--- src/rtl/fetch_pkg.sv ---
`default_nettype none
// ============================================================================
// Module  : fetch_pkg
// Brief   : Shared constants and the queue entry type for the fetch front end.
// Revision: 1.0 - initial release
// ============================================================================
package fetch_pkg;

   localparam logic [31:0] c_reset_pc       = 32'h0000_2000;
   localparam logic [6:0]  c_opcode_op_imm  = 7'b001_0011;
   // addi x0, x0, 0
   localparam logic [31:0] c_nop            = {12'd0, 5'd0, 3'b000, 5'd0, c_opcode_op_imm};

   typedef struct packed {
      logic [31:0] pc;
      logic [31:0] instr;
   } fetch_entry_t;

endpackage
`default_nettype wire

--- src/rtl/fetch_fifo.sv ---
`default_nettype none
// ============================================================================
// Module  : fetch_fifo
// Brief   : Synchronous FIFO with flush; flush dominates enqueue and dequeue.
// Revision: 1.0 - initial release
// ============================================================================
module fetch_fifo #(
   parameter int DEPTH = 4,
   parameter int WIDTH = 64
) (
   input  logic                     clk,
   input  logic                     reset,
   input  logic                     enq,
   input  logic [WIDTH-1:0]         enq_data,
   input  logic                     deq,
   input  logic                     flush,
   output logic [WIDTH-1:0]         deq_data,
   output logic [$clog2(DEPTH):0]   count
);

   localparam int c_aw = $clog2(DEPTH);

   logic [c_aw-1:0]  r_wr_ptr;
   logic [c_aw-1:0]  r_rd_ptr;
   logic [c_aw:0]    r_count;
   logic [WIDTH-1:0] r_mem [DEPTH];

   logic w_full;
   logic w_empty;
   logic w_do_enq;
   logic w_do_deq;

   assign w_full   = (r_count == (c_aw+1)'(DEPTH));
   assign w_empty  = (r_count == '0);
   assign w_do_deq = deq & ~w_empty;
   // A full queue still accepts when the head leaves at the same edge.
   assign w_do_enq = enq & (~w_full | w_do_deq);

   always_ff @(posedge clk) begin
      if (reset || flush) begin
         r_wr_ptr <= '0;
         r_rd_ptr <= '0;
         r_count  <= '0;
      end else begin
         if (w_do_enq) r_wr_ptr <= r_wr_ptr + c_aw'(1);
         if (w_do_deq) r_rd_ptr <= r_rd_ptr + c_aw'(1);
         case ({w_do_enq, w_do_deq})
            2'b10:   r_count <= r_count + (c_aw+1)'(1);
            2'b01:   r_count <= r_count - (c_aw+1)'(1);
            default: r_count <= r_count;
         endcase
      end
   end

   always_ff @(posedge clk) begin
      if (w_do_enq && !flush && !reset) r_mem[r_wr_ptr] <= enq_data;
   end

   assign deq_data = r_mem[r_rd_ptr];
   assign count    = r_count;

endmodule
`default_nettype wire

--- src/rtl/fetch_queue.sv ---
`default_nettype none
// ============================================================================
// Module  : fetch_queue
// Brief   : Instruction fetch front end: PC, icache request/response, prefetch queue.
// Revision: 1.0 - initial release
// ============================================================================
module fetch_queue
   import fetch_pkg::*;
#(
   parameter int          DEPTH    = 4,
   parameter logic [31:0] RESET_PC = c_reset_pc,
   parameter logic [31:0] NOP      = c_nop
) (
   input  logic                     clk,
   input  logic                     reset,
   output logic [31:0]              icache_addr,
   output logic                     icache_re,
   input  logic [31:0]              icache_dout,
   input  logic                     stall,
   input  logic                     redirect,
   input  logic [31:0]              redirect_pc,
   output logic                     out_valid,
   input  logic                     out_ready,
   output logic [31:0]              out_pc,
   output logic [31:0]              out_instr,
   output logic [$clog2(DEPTH):0]   occupancy
);

   localparam int c_cw = $clog2(DEPTH) + 1;

   logic [31:0]      r_fetch_pc;
   logic [31:0]      r_inflight_pc;
   logic             r_inflight_v;
   logic             r_inflight_epoch;
   logic             r_epoch;

   logic [31:0]      w_addr;
   logic [c_cw-1:0]  w_count;
   logic [c_cw-1:0]  w_pending;
   logic             w_has_room;
   logic             w_accept;
   logic             w_redirect_take;
   logic             w_epoch_next;
   logic             w_resp;
   logic             w_enq;
   logic             w_deq;
   logic             w_out_valid;
   fetch_entry_t     w_enq_entry;
   fetch_entry_t     w_head;
   logic [63:0]      w_head_bits;

   assign w_addr     = (redirect ? redirect_pc : r_fetch_pc) & 32'hFFFF_FFFC;
   // Reserve a queue slot for the outstanding request so its response always fits.
   assign w_pending  = w_count + c_cw'(r_inflight_v);
   assign w_has_room = (w_pending < c_cw'(DEPTH));

   assign icache_addr = w_addr;
   assign icache_re   = ~reset & (w_has_room | redirect);

   assign w_accept        = icache_re & ~stall;
   assign w_redirect_take = redirect & ~stall;
   assign w_epoch_next    = r_epoch ^ w_redirect_take;

   // Stale responses are those issued before a redirect: wrong epoch or killed this cycle.
   assign w_resp = r_inflight_v & ~stall;
   assign w_enq  = w_resp & ~redirect & (r_inflight_epoch == r_epoch);

   assign w_out_valid = ~reset & (w_count != '0);
   assign w_deq       = w_out_valid & out_ready & ~stall & ~redirect;

   assign w_enq_entry = '{pc: r_inflight_pc, instr: icache_dout};

   always_ff @(posedge clk) begin
      if (reset) begin
         r_fetch_pc       <= RESET_PC;
         r_inflight_pc    <= RESET_PC;
         r_inflight_v     <= 1'b0;
         r_inflight_epoch <= 1'b0;
         r_epoch          <= 1'b0;
      end else if (!stall) begin
         r_epoch      <= w_epoch_next;
         r_inflight_v <= w_accept;
         if (w_accept) begin
            r_fetch_pc       <= w_addr + 32'd4;
            r_inflight_pc    <= w_addr;
            r_inflight_epoch <= w_epoch_next;
         end
      end
   end

   fetch_fifo #(
      .DEPTH (DEPTH),
      .WIDTH (64)
   ) u_fifo (
      .clk      (clk),
      .reset    (reset),
      .enq      (w_enq),
      .enq_data (w_enq_entry),
      .deq      (w_deq),
      .flush    (w_redirect_take),
      .deq_data (w_head_bits),
      .count    (w_count)
   );

   assign w_head = fetch_entry_t'(w_head_bits);

   assign out_valid = w_out_valid;
   assign out_pc    = reset ? RESET_PC : w_head.pc;
   assign out_instr = w_out_valid ? w_head.instr : NOP;
   assign occupancy = reset ? '0 : w_count;

endmodule
`default_nettype wire

--- config.mk ---
export PLATFORM = sky130hd
export DESIGN_NAME = fetch_queue
export DESIGN_NICKNAME = d
export VERILOG_FILES = /design/src/rtl/fetch_pkg.sv /design/src/rtl/fetch_fifo.sv /design/src/rtl/fetch_queue.sv
export SDC_FILE = /design/constraint.sdc
export NUM_CORES = 1
export LEC_CHECK = 0
export BUFFER_PORTS_ARGS = -buffer_cell sky130_fd_sc_hd__buf_2
export CAP_MARGIN = 25
export CORE_MARGIN = 5
export CORE_UTILIZATION = 58
export DETAILED_ROUTE_END_ITERATION = 6
export HOLD_SLACK_MARGIN = 0.08
export PLACE_DENSITY_LB_ADDON = 0.12
export SYNTH_ARGS = -nofsm -noshare
export SYNTH_HDL_FRONTEND = slang
export SYNTH_SLANG_ARGS = --single-unit
--- constraint.sdc ---
create_clock -name clk -period 4.87 [get_ports clk]
set_input_delay 0.974 -clock clk [delete_from_list [all_inputs] [get_ports clk]]
set_output_delay 0.974 -clock clk [all_outputs]
set_load 0.01 [all_outputs]
==> results.md <==
* Share of the synthesized area in the top cell type at 56.00%
* I/O Buffers at 163
* Post-synthesis sequential area ratio at 66.84%
* Slowest stage cell on the critical path: buf_2
* Met3 layer wire length in the routed design at 1.576 mm
* Clock transition time at the flip-flop clock pins of the worst setup and hold paths at 0.06 ns
* Dominant delay contributor by cell family on the critical path: buffers and inverters
* Detailed-routing iteration count for the pre-antenna-repair pass at 5
* Final setup violating endpoints at 0
* Placeable core region at 22640 µm²
* Post-layout power at 5761 µW
* Die Y at 161.4 µm
* Fmax achieved at 265.3 MHz
* Run status: complete, no violations
* Hold Fails Final Rpt at 0
* Global-route wire length before repair at 42.68 mm
* Worst reg-to-reg path cell count at 7
* Share of synthesized flip-flops with an asynchronous set or reset at 0%
* Critical path depth at 5
* Total of warnings raised by yosys at 0
* # hold bufs at CTS at 0
* Drc violations at 0
* Power Density at 370.5 nW/µm²
* Largest fanout of any net on the critical path at 42
* Maximum VDD drop at 253.1 µV
* Routed length on met2 at 12.62 mm
* Number of design-rule violations left by the first detailed-router iteration at 497
* Clock skew at 0.01460 ns
* Overall die area at 26060 µm²
* Antenna cells at 0
* # resized after CTS at 0
* Period utilization at 77.41%
* Post-synth design cell area at 13300 µm²
* Initial antenna violation count at 1
* Worst hold path stage count at 2
* GRT Util Overall at 20.45%
* Crit path time final at 3.770 ns
* Placed wire-length estimate at 16.75 mm
* Avg Inst Size Synth at 15.61 µm²
* Rel. slew slack at 35.43%
* Count of different cell masters after synthesis at 64
* Fraction of layout instances using a drive strength above 1 at 31.06%
* Post-layout net count at 1093
* Leakage at 0.005567 µW
* Number of synthesized flops with an enable pin at 248
* Filler-free cell count of the finished design at 1325
* Sum Neg Setup Slack at 0 ns
* Data required, critical path at 3.90 ns
* Count of placed standard cells including taps at 1266
* Post-CTS Setup Inserts at 0
* Area overhead of the layout relative to synthesis at 16.94%
* Setup repair after global routing missed its margin: false
* Post-route worst setup slack at 1.100 ns
* Clock latency on the worst-skew pair at 0.50 ns
* Endpoint kind of the worst setup timing path: output port
* Number of vias in the routed layout at 7674
* Final slew viol count at 0
* Crit path DAT at 2.80 ns
* Final Routed Wirelength at 26.25 mm
* Pre-CTS setup slack at 1.132 ns
* Width of the die at 161.4 µm
* Pin slew with the least headroom to its limit at 0.9686 ns
* Top-level port count at 170
* Most used cell along the critical path: buf_2
* Routed WL per cell at 19.81 µm
* Total number of placement rows at 55
* Number of buffers created by CTS at 34
* Pin count of the biggest net entering global routing at 63
* Total global routing overflow at 0
* Maximum count of clock buffers along a single path at 3
* CTS tree: yes
* Routed metal-1 wire length at 11.65 mm
* Most repeated cell in the gate-level netlist after synthesis: edfxtp_1
* Post-synthesis cell count at 852
* Area contributors post-synth: edfxtp_1, dfxtp_1, mux4_2
* Number of register bits inferred by synthesis at 320
* Number of global-route vias before repair at 7921
* Startpoint types: primary input
* Hold slack at 0.4847 ns
* Max-cap violations at 0
* Maximum single-stage delay on the critical path at 0.67 ns
* Min-delay worst type: register to register
* RD Place Congestion at 0.7637
* Cell taking the most area after synthesis: edfxtp_1
* Worst path buffer plus inverter count at 4
* Topmost layer with routed signal wires: met5
* Post-detailed-route count of antenna-violating nets at 0
* Top cells by instance count after synthesis: edfxtp_1, dfxtp_1, mux4_2, nor2_1, and2_1
* CTS sink cnt at 320
* Post-detailed-route via-to-cell ratio at 5.792
* Worst Setup Path Type: primary input to output port
* Post-synth top flop: edfxtp_1
* Buffer cell driving the clock tree root: clkbuf_16
* Initial Util at 58.74%
* Cells traversed along the worst timing path: buf_2 -> buf_4 -> mux2i_1 -> inv_1 -> buf_2
* CTS H-tree lvls at 2
kinds of logic after synthesis:
kind of cell	after synthesis	share of synthesized area (%)
XOR/XNOR	26	1.712
buffers and inverters	77	2.568
multiplexers	94	13.04
AND/OR/NAND/NOR	247	10.89
flip-flops	320	66.84
adder cells (fa/ha/maj)	6	0.6209
AO/OA/AOI/OAI	81	4.309
other	1	0.02820
metrics by stage:
stage	area, µm²	utilization [%]
2_1_floorplan	13310	-
6_report	15550	68.69
3_5_place_dp	14460	63.86
4_1_cts	15520	68.57
5_1_grt	15550	68.69
3_3_place_gp	14430	63.74
per-layer routing:
metal  vias to the layer above  GRT usage (%)
li1                       3593              -
met1                      3814          29.53
met2                       230          32.65
met3                        35          3.981
met4                         2          5.002
met5                         -              0
worst reg2reg max path, stage by stage, from the launching register on:
cell     delay (ns)
dfxtp_1        0.40
nand3_1        0.11
xor2_1         0.55
o21ai_4        0.31
buf_16         0.26
buf_4          0.23
or4_1          0.51
a31oi_1        0.17
cell usage in the layout, fill, tap and decap left out, types with 4 or more instances in the layout:
cell type,Yosys,layout
edfxtp_1,248,248
buf_2,12,162
dfxtp_1,72,70
mux4_2,62,62
nor2_1,50,49
clkbuf_16,0,36
nor2b_1,31,31
and2_1,34,30
nand3b_1,30,30
o21ai_0,27,27
inv_1,23,23
nand2_1,23,23
xnor2_1,22,22
nor3_1,19,19
mux2i_1,18,18
mux2_2,13,13
nand3_1,13,13
buf_4,6,13
a211oi_1,10,10
clkbuf_1,32,9
nand4_1,6,6
o211ai_1,6,6
o21ai_1,7,6
nor3b_1,5,5
a211o_1,5,5
ha_1,5,5
or3_1,4,4
and2_4,0,4
nand2b_1,4,4
xor2_1,4,4
nand4b_1,4,4
or4_1,4,4
a31oi_1,4,4
conb_1,1,4
clkinv_1,0,4
clkbuf_8,0,4
buf_12,0,4
path summary, 6_finish.rpt:
| check | start | end | slack [ns] |
|---|---|---|---|
| worst max-delay path | redirect | icache_addr[24] | 1.10 |
| worst min-delay path | r_fetch_pc[20] | r_fetch_pc[20] | 0.48 |
| worst max register to register | u_fifo.count[0] | r_fetch_pc[21] | 2.25 |
| worst min register to register | r_fetch_pc[20] | r_fetch_pc[20] | 0.48 |
state kept, by name, indices dropped and copies added, names as in the netlist, named ones only:
register          flops
r_epoch               1
r_fetch_pc           30
r_inflight_epoch      1
r_inflight_pc        30
r_inflight_v          1
u_fifo.count          3
u_fifo.r_mem        248
u_fifo.r_rd_ptr       2
u_fifo.r_wr_ptr       2
cell type report:
| type | count | area [µm²] |
|---|---|---|
| sequential | 320 | 8896 |
| multi-input combinational | 458 | 4104 |
| timing repair buffer | 181 | 1044 |
| clock buffer | 49 | 989.7 |
| inverter | 23 | 86.33 |
| tap | 285 | 356.6 |
| fill | 1548 | 7089 |
| clock inverter | 9 | 75.07 |
power breakdown:
| part | leakage [µW] | switching, µW | internal (µW) |
|---|---|---|---|
| Combinational | 0.00219 | 181 | 124 |
| Sequential | 0.00286 | 39.0 | 2980 |
| Clock | 0.000522 | 969 | 1460 |
| Total | 0.00557 | 1190 | 4570 |
Note: power is estimated with default switching activity, not from simulation.
